File: src/rtl/tile_loader.sv
// tile_loader: responder side of the tile_compute loader handshake.
//
// For each K-segment it reads A rows (m) and B rows (k) from the operand
// buffers, zero-pads them with the latched k/m/n masks, writes TILE_SIZE full
// rows into the PE-array staging registers and then pulses ld_done.
//
// Ports:
//   clk, rst                  clock, asynchronous active-high reset
//   tile_start                new tile: clears seg_idx, aborts any fill in progress
//   a_base, b_base            operand buffer base word addresses for this tile
//   m_eff, n_eff, k_eff       valid A rows / B columns / K in this segment
//   load_req, ld_done         level request in, single-cycle completion pulse out
//   a_rd_*, b_rd_*            operand buffer read ports (1-cycle read latency)
//   a_wr_*, b_wr_*            staging register row write ports
//   busy, seg_idx             activity flag, completed-segment count in this tile
module tile_loader #(
  parameter int unsigned TILE_SIZE = 8,
  parameter int unsigned DATA_BITS = 8,
  parameter int unsigned ADDR_BITS = 12
) (
  input  logic                           clk,
  input  logic                           rst,
  input  logic                           tile_start,
  input  logic [ADDR_BITS-1:0]           a_base,
  input  logic [ADDR_BITS-1:0]           b_base,
  input  logic [3:0]                     m_eff,
  input  logic [3:0]                     n_eff,
  input  logic                           load_req,
  input  logic [3:0]                     k_eff,
  output logic                           ld_done,
  output logic                           a_rd_en,
  output logic [ADDR_BITS-1:0]           a_rd_addr,
  input  logic [TILE_SIZE*DATA_BITS-1:0] a_rd_data,
  output logic                           b_rd_en,
  output logic [ADDR_BITS-1:0]           b_rd_addr,
  input  logic [TILE_SIZE*DATA_BITS-1:0] b_rd_data,
  output logic                           a_wr_en,
  output logic [$clog2(TILE_SIZE)-1:0]   a_wr_row,
  output logic [TILE_SIZE*DATA_BITS-1:0] a_wr_data,
  output logic                           b_wr_en,
  output logic [$clog2(TILE_SIZE)-1:0]   b_wr_row,
  output logic [TILE_SIZE*DATA_BITS-1:0] b_wr_data,
  output logic                           busy,
  output logic [7:0]                     seg_idx
);

  localparam int unsigned RowW = $clog2(TILE_SIZE);

  typedef enum logic [1:0] {StIdle, StFill, StFlush, StDone} state_e;

  state_e            state_q, state_d;
  logic [RowW-1:0]   row_q, row_d;
  logic [3:0]        ke_q, ke_d, me_q, me_d, ne_q, ne_d;
  logic [7:0]        seg_q, seg_d;
  // Write stage runs one cycle behind issue to line up with the buffer read latency.
  logic              wr_vld_q, wr_vld_d;
  logic [RowW-1:0]   wr_row_q, wr_row_d;
  logic [ADDR_BITS-1:0] row_off;

  function automatic logic [3:0] clamp_t(input logic [3:0] v);
    return (32'(v) > TILE_SIZE) ? 4'(TILE_SIZE) : v;
  endfunction

  always_ff @(posedge clk or posedge rst) begin
    if (rst) begin
      state_q  <= StIdle;
      row_q    <= '0;
      ke_q     <= '0;
      me_q     <= '0;
      ne_q     <= '0;
      seg_q    <= '0;
      wr_vld_q <= 1'b0;
      wr_row_q <= '0;
    end else begin
      state_q  <= state_d;
      row_q    <= row_d;
      ke_q     <= ke_d;
      me_q     <= me_d;
      ne_q     <= ne_d;
      seg_q    <= seg_d;
      wr_vld_q <= wr_vld_d;
      wr_row_q <= wr_row_d;
    end
  end

  always_comb begin
    state_d  = state_q;
    row_d    = row_q;
    ke_d     = ke_q;
    me_d     = me_q;
    ne_d     = ne_q;
    seg_d    = seg_q;
    wr_vld_d = 1'b0;
    wr_row_d = row_q;
    unique case (state_q)
      StIdle: begin
        if (load_req) begin
          ke_d    = clamp_t(k_eff);
          me_d    = clamp_t(m_eff);
          ne_d    = clamp_t(n_eff);
          row_d   = '0;
          state_d = StFill;
        end
      end
      StFill: begin
        wr_vld_d = 1'b1;
        if (row_q == RowW'(TILE_SIZE - 1)) begin
          state_d = StFlush;
        end else begin
          row_d = row_q + 1'b1;
        end
      end
      StFlush: state_d = StDone;
      StDone: begin
        state_d = StIdle;
        if (seg_q != 8'hFF) begin
          seg_d = seg_q + 8'd1;
        end
      end
      default: state_d = StIdle;
    endcase
    // tile_start overrides everything: a same-cycle request in IDLE is taken next cycle.
    if (tile_start) begin
      state_d  = StIdle;
      seg_d    = '0;
      wr_vld_d = 1'b0;
    end
  end

  assign row_off = ADDR_BITS'(32'(seg_q) * TILE_SIZE) + ADDR_BITS'(row_q);

  always_comb begin
    // With ke=0 every A element is masked, so no A reads are needed either.
    a_rd_en   = (state_q == StFill) && (4'(row_q) < me_q) && (ke_q != 4'd0);
    b_rd_en   = (state_q == StFill) && (4'(row_q) < ke_q);
    a_rd_addr = a_rd_en ? a_base + row_off : '0;
    b_rd_addr = b_rd_en ? b_base + row_off : '0;
  end

  always_comb begin
    a_wr_data = '0;
    b_wr_data = '0;
    for (int j = 0; j < int'(TILE_SIZE); j++) begin
      if (wr_vld_q && (4'(wr_row_q) < me_q) && (j < int'(ke_q))) begin
        a_wr_data[j*DATA_BITS +: DATA_BITS] = a_rd_data[j*DATA_BITS +: DATA_BITS];
      end
      if (wr_vld_q && (4'(wr_row_q) < ke_q) && (j < int'(ne_q))) begin
        b_wr_data[j*DATA_BITS +: DATA_BITS] = b_rd_data[j*DATA_BITS +: DATA_BITS];
      end
    end
  end

  assign a_wr_en  = wr_vld_q;
  assign b_wr_en  = wr_vld_q;
  assign a_wr_row = wr_row_q;
  assign b_wr_row = wr_row_q;
  assign ld_done  = (state_q == StDone) && !tile_start;
  assign busy     = (state_q != StIdle);
  assign seg_idx  = seg_q;

endmodule

File: config.mk
export PLATFORM = sky130hd
export DESIGN_NAME = tile_loader
export DESIGN_NICKNAME = d
export VERILOG_FILES = /design/src/rtl/tile_loader.sv
export SDC_FILE = /design/constraint.sdc
export NUM_CORES = 1
export LEC_CHECK = 0
export BUFFER_PORTS_ARGS = -buffer_cell sky130_fd_sc_hd__buf_2
export CAP_MARGIN = 30
export CELL_PAD_IN_SITES_DETAIL_PLACEMENT = 0
export CELL_PAD_IN_SITES_GLOBAL_PLACEMENT = 1
export CORE_AREA = 2 2 132 134
export DETAILED_ROUTE_END_ITERATION = 16
export DIE_AREA = 0 0 134 136
export PLACE_DENSITY_LB_ADDON = 0.1
export SLEW_MARGIN = 25
export SYNTH_ARGS = -nofsm -noshare
export SYNTH_HDL_FRONTEND = slang
export SYNTH_SLANG_ARGS = --single-unit
File: constraint.sdc
create_clock -name clk -period 4.8 [get_ports clk]
set_input_delay 0.96 -clock clk [delete_from_list [all_inputs] [get_ports clk]]
set_output_delay 0.96 -clock clk [all_outputs]
set_load 0.005 [all_outputs]
Word-level counts from Yosys, hierarchy flattened

Index checks and enable logic that the tools add are counted.

Bits in registers: 29
Bits in latches: 0
Memory bits (writable): 0
Memory bits (read-only): 0
Input bits: 168
Output and inout bits: 172
Word-level logic and storage cells: 111
Memories kept: 0

$add $sub $neg: 5
Multiply operators: 0
Divide/modulo/power cells: 0
Order comparisons: 23
Equality and inequality tests: 9
Shift-type cells: 0
Mux-type cells: 33
Bitwise gates (word level): 0
Reduce and logical (&&, ||, !) cells: 33

Operators by type and width:

| kind                | number |
|---|---|
| $mux 8              | 19 |
| $lt 3x4->1 const A  | 8 |
| $add 12x12->12      | 2 |
| $mux 12             | 2 |
| $logic_and 1x1->1   | 22 |
| $lt 1x4->1 const A  | 4 |
| $lt 2x4->1 const A  | 4 |
| $lt 3x4->1          | 4 |
| $add 11x3->12       | 1 |
| $gt 4x4->1 const B  | 3 |
| $mux 4              | 3 |
| $add 8x1->8 const B | 1 |
| $ne 8x8->1 const B  | 1 |
| $pmux 2 s4          | 1 |
| $reduce_bool 2->1   | 4 |
| $mux 2              | 3 |
| $mux 3              | 2 |
| $ne 3x3->1 const B  | 2 |
| $pmux 3 s2          | 1 |
| $reduce_and 2->1    | 3 |
| $eq 2x2->1 const B  | 2 |
| $ne 2x2->1 const B  | 2 |
| $reduce_bool 4->1   | 1 |
| $add 3x1->3 const B | 1 |
| 6 further kinds     | 7 |

Longest topological paths before layout

Depth in word-level cells: 4
Depth in mapped cells: 8
Depth with buffers taken out: 8

Least setup slack after synthesis

OpenSTA, ideal clock, no wires.

Path type: input -> output
From: input port b_base[0]
To: output port b_rd_addr[8]
Arrival time: 2.542 ns
Data required time: 3.840 ns
Setup slack: 1.298 ns
Stages: 8
Buffers on the path: 0
Cell sequence: ha_1 -> fa_1 -> a211oi_1 -> o21bai_1 -> a21oi_1 -> o21ai_0 -> xnor2_1 -> nor2_1

Word-level cells in the longest chain between the ends: 2

Ends and longest elaborated chain:

| item           | RTL line | text |
|---|---|---|
| from (decl)    | 25       | `input logic [ADDR_BITS-1:0] b_base,` |
| $add 12x12->12 | 137      | `b_rd_addr = b_rd_en ? b_base + row_off : '0;` |
| $mux 12        | 137      |  |
| to (decl)      | 35       | `output logic [ADDR_BITS-1:0] b_rd_addr,` |

No other way between the ends.

Final worst setup path

Same ends and word-level chain as after synthesis.

==> run_results.csv <==
group,metric,value,unit
die,row_count,48,
sta,rsz0062_at_grt,"no",
cells_and_area,regArea,725.7,sq um
cts,post-cts-setup-buffers,0,
power_and_ir_drop,total_power,1.948,mW
cells_and_area,layoutNonFillerInstCount,1037,
die,die_x,134,um
route,wl,16500,um
power_and_ir_drop,power_density,334.0,mW/mm^2
placed_design,postPlaceCellArea,0.005649,sq mm
synthesis,synth_top_family_by_area,"simple AND/OR/NAND/NOR gates",
global_route,overflow,0,
setup_path,reg2regPathDepth,4,
route,drtIter0Drc,123,
setup_path,worst_setup_path_end_kind,"primary output",
setup_path,crit_path_cell_trace,"buf_2 > ha_1 > fa_1 > a211oi_1 > o21bai_1 > a21oi_1 > o21ai_0 > xnor2_1 > nor2_1 > buf_2",
cts,cts.clk_slew.worst_paths,0.05,ns
route,drc_errors,0,
setup_path,path_buf_inv,2,
setup_path,max_stage_delay,0.43,ns
setup_path,cp-startpoint,"b_base[0]",
setup_path,cp.arrival,2.98,ns
global_route,grt_pass1_vias,4243,
synthesis,netlist_area,0.003762,sq mm
sta,whs,0.4781,ns
setup_path,crit_top_cell,"buf_2",
synthesis,synth_cell_types,52,
placed_design,port_buffers,339,
setup_path,r2r_slack,3.00,ns
min_path,hold_end,"me_q[2]",
cts,clk_latency,0.27,ns
sta,max_slew_margin,0.5754,
synthesis,synth_seq_cells,29,
global_route,grt_max_degree,30,
sta,finalCritPeriodShare,0.8214,
synthesis,synth_top_cell_by_area,"and2_1",
setup_path,slowest_stage,"fa_1",
synthesis,synth-compound-area-share,0.1899,
cts,cts_resized,0,
synthesis,synth_fp_nets,682,
route,post_drt_wl_per_cell,15.91,um
cells_and_area,stdcell_area,0.005832,sq mm
sta,worst_slack,0.8574,ns
synthesis,ys.flop_type,"dfrtp_1",
setup_path,worstSetupPathType,"in2out",
global_route,track_usage,0.1654,
synthesis,synth-edff-count,0,
synthesis,async_reset_ff_frac,1.000,
setup_path,critPathTopFamily,"compound AO/OA/AOI/OAI gates",
sta,setup_violations,0,
min_path,hold_depth,2,
route,drtAntennaViolNets,0,
power_and_ir_drop,p_sw,857.3,uW
synthesis,syn_area_per_cell,7.921,sq um
sta,worstMarginPinSlew,0.6354,ns
setup_path,r2r-start,"state_q[0]",
synthesis,synth_top_area_share,0.2228,
cells_and_area,drive_gt1_frac,0.4740,
synthesis,yosys_warnings,0,
min_path,min_from,"me_q[2]",
synthesis,synthTopCellsByArea,"and2_1 22%, dfrtp_1 19%, ha_1 12%",
power_and_ir_drop,seqPwrFrac,0.222,
power_and_ir_drop,p_int,1.090,mW
synthesis,syn_inst,475,
cells_and_area,layout.nets,1014,
cts,cts_sinks,29,
synthesis,synthSimpleGateAreaFrac,0.3748,
power_and_ir_drop,leakage,3.393,nW
die,die_area,0.01822,sq mm
cts,cts_tree,"built",
die,pin_count,340,
min_path,hold_class,"reg2reg",
sta,finClkSkew,0.004644,ns
power_and_ir_drop,clkPwrFrac,0.187,
route,via_per_inst,4.311,
power_and_ir_drop,p_comb_frac,0.591,
power_and_ir_drop,peakVddDrop,142.5,uV
cells_and_area,final_core_utilization,0.3456,
sta,fmax,0.2536,GHz
cts,cts_root_buffer,"clkbuf_16",
cts,cts_buffers,5,
sta,hold_viol_final,0,
die,start_util,0.2229,
sta,maxSlewViolCount,0,
cells_and_area,num-fill-cells,1873,
cts,ctsHoldBuffers,0,
sta,setup_tns,0,ns
placed_design,dp_cells,1025,
route,firstDrtPassIters,4,
setup_path,r2r_end,"ke_q[3]",
power_and_ir_drop,switching_share,0.4401,
setup_path,cp.required,3.84,ns
setup_path,start_kind,"input pin",
synthesis,synth_mux_area_frac,0.01164,
placed_design,dpl.hpwl,14430,um
status,outcome,"finished clean",
route,num_vias,4471,
global_route,grt_first_pass_wirelength,23550,um
sta,post-route-min-period,3.943,ns
cts,cts.htree.levels,2,
cells_and_area,syn_to_final_growth,55.00,%
synthesis,synthAdderAreaFrac,0.1337,
setup_path,path_max_fanout,3,
run,drv_cap,0,
synthesis,synth-seq-area-share,0.1929,
synthesis,synth_xor_area_frac,0.04889,
cts,clockBufferDepth,2,
die,die_h,136,um
placed_design,dpl_worst_slack,0.8784,ns
cells_and_area,multi_input_area,0.002855,sq mm
placed_design,gp_congestion,0.7855,
die,core_region_area,0.01688,sq mm
global_route,antenna_found_initial,4,
==> power by group through the flow <==
stage / sequential (mW) / combinational [mW] / clock, mW
after floorplan: 0.399 / 0.730 / 0
after CTS: 0.438 / 1.18 / 0.372
after global routing: 0.452 / 1.29 / 0.389
after global placement: 0.438 / 1.17 / 0
after detailed placement: 0.443 / 1.17 / 0
final: 0.433 / 1.15 / 0.363
==> worst max path at each step <==
stage                              end  cells after the start
after floorplan           b_rd_addr[8]                      8
after global placement    b_rd_addr[8]                     10
after detailed placement  b_rd_addr[8]                     10
after CTS                 b_rd_addr[8]                     10
after global routing      b_rd_addr[8]                     10
final                     b_rd_addr[8]                     10
==> cell usage after synthesis (2+ instances only) <==
cell        n
nor2_2      4
nor2_4      4
inv_1      19
fa_1        2
a21o_1      7
o21a_1      2
ha_1       37
nor3_1     10
nand2_1    29
a21oi_2     7
mux2_2      3
nand4_1     3
nor3b_1     2
o21ai_2     2
nor2_1     39
nand2b_1   15
buf_4      12
o21ai_0    24
nand3_1     7
a211oi_2    3
and2_1    134
a32oi_1     2
xor2_1     11
o21bai_1    6
dfrtp_1    29
a211oi_1    5
a21oi_1    18
a21oi_4     4
xnor2_1    10
clkbuf_1    3
==> area by class of cell <==
cell class,instances,share of cell area
Antenna cell,4,0.001716
Tap cell,225,0.04827
Sequential cell,29,0.1244
Timing Repair Buffer,341,0.2935
Inverter,20,0.01287
Clock inverter,1,0.005149
Multi-Input combinational cell,410,0.4896
Clock buffer,7,0.02446
==> cells in the final DEF (no fill, tap or decap), types with 2 or more instances in the layout <==
cell type,netlist,layout
o21ai_0,24,24
a211oi_2,3,3
a211oi_1,5,5
o21a_1,2,2
nand2_1,29,29
buf_2,1,339
and2_1,134,134
a32oi_1,2,2
inv_1,19,19
a21oi_1,18,18
diode_2,0,4
nor2_1,39,39
a21o_1,7,7
fa_1,2,2
nor3_1,10,10
nor3b_1,2,2
o21bai_1,6,6
nand4_1,3,3
buf_4,12,2
a21oi_2,7,7
nor2_4,4,4
dfrtp_1,29,29
ha_1,37,37
clkbuf_16,0,5
xor2_1,11,11
xnor2_1,10,10
nor2_2,4,4
nand2b_1,15,15
a21oi_4,4,4
o21ai_2,2,2
mux2_2,3,3
nand3_1,7,7
==> worst register-to-register path, stage by stage (launching register included) <==
cell and delay (ns):
dfrtp_1 0.40, inv_1 0.09, ha_1 0.28, nand2_1 0.51, mux2_2 0.41
==> layer usage <==
layer  share of wire  wire length (um)  track usage  vias to the layer above
met4           0.011               180      0.04255                        0
li1                -                 -            -                     2262
met3           0.057               942      0.02498                        8
met1            0.41              6847       0.2093                     2046
met5               0                 0            0                        -
met2            0.52              8534       0.2937                      155
==> flip-flops by register name, summed over array words and instances, names as in the netlist <==
name	cells
a_wr_en	1
a_wr_row	3
ke_q	4
me_q	4
ne_q	4
row_q	3
seg_idx	8
state_q	2
==> kinds of logic after synthesis <==
group / Yosys count
and+or+nand+nor: 252
buffers and inverters: 36
adders and majority gates: 39
DFF: 29
xor gates and xnor gates: 21
muxes: 4
AOI/OAI and AO/OA: 94
Note: power is estimated with default switching activity, not from simulation.
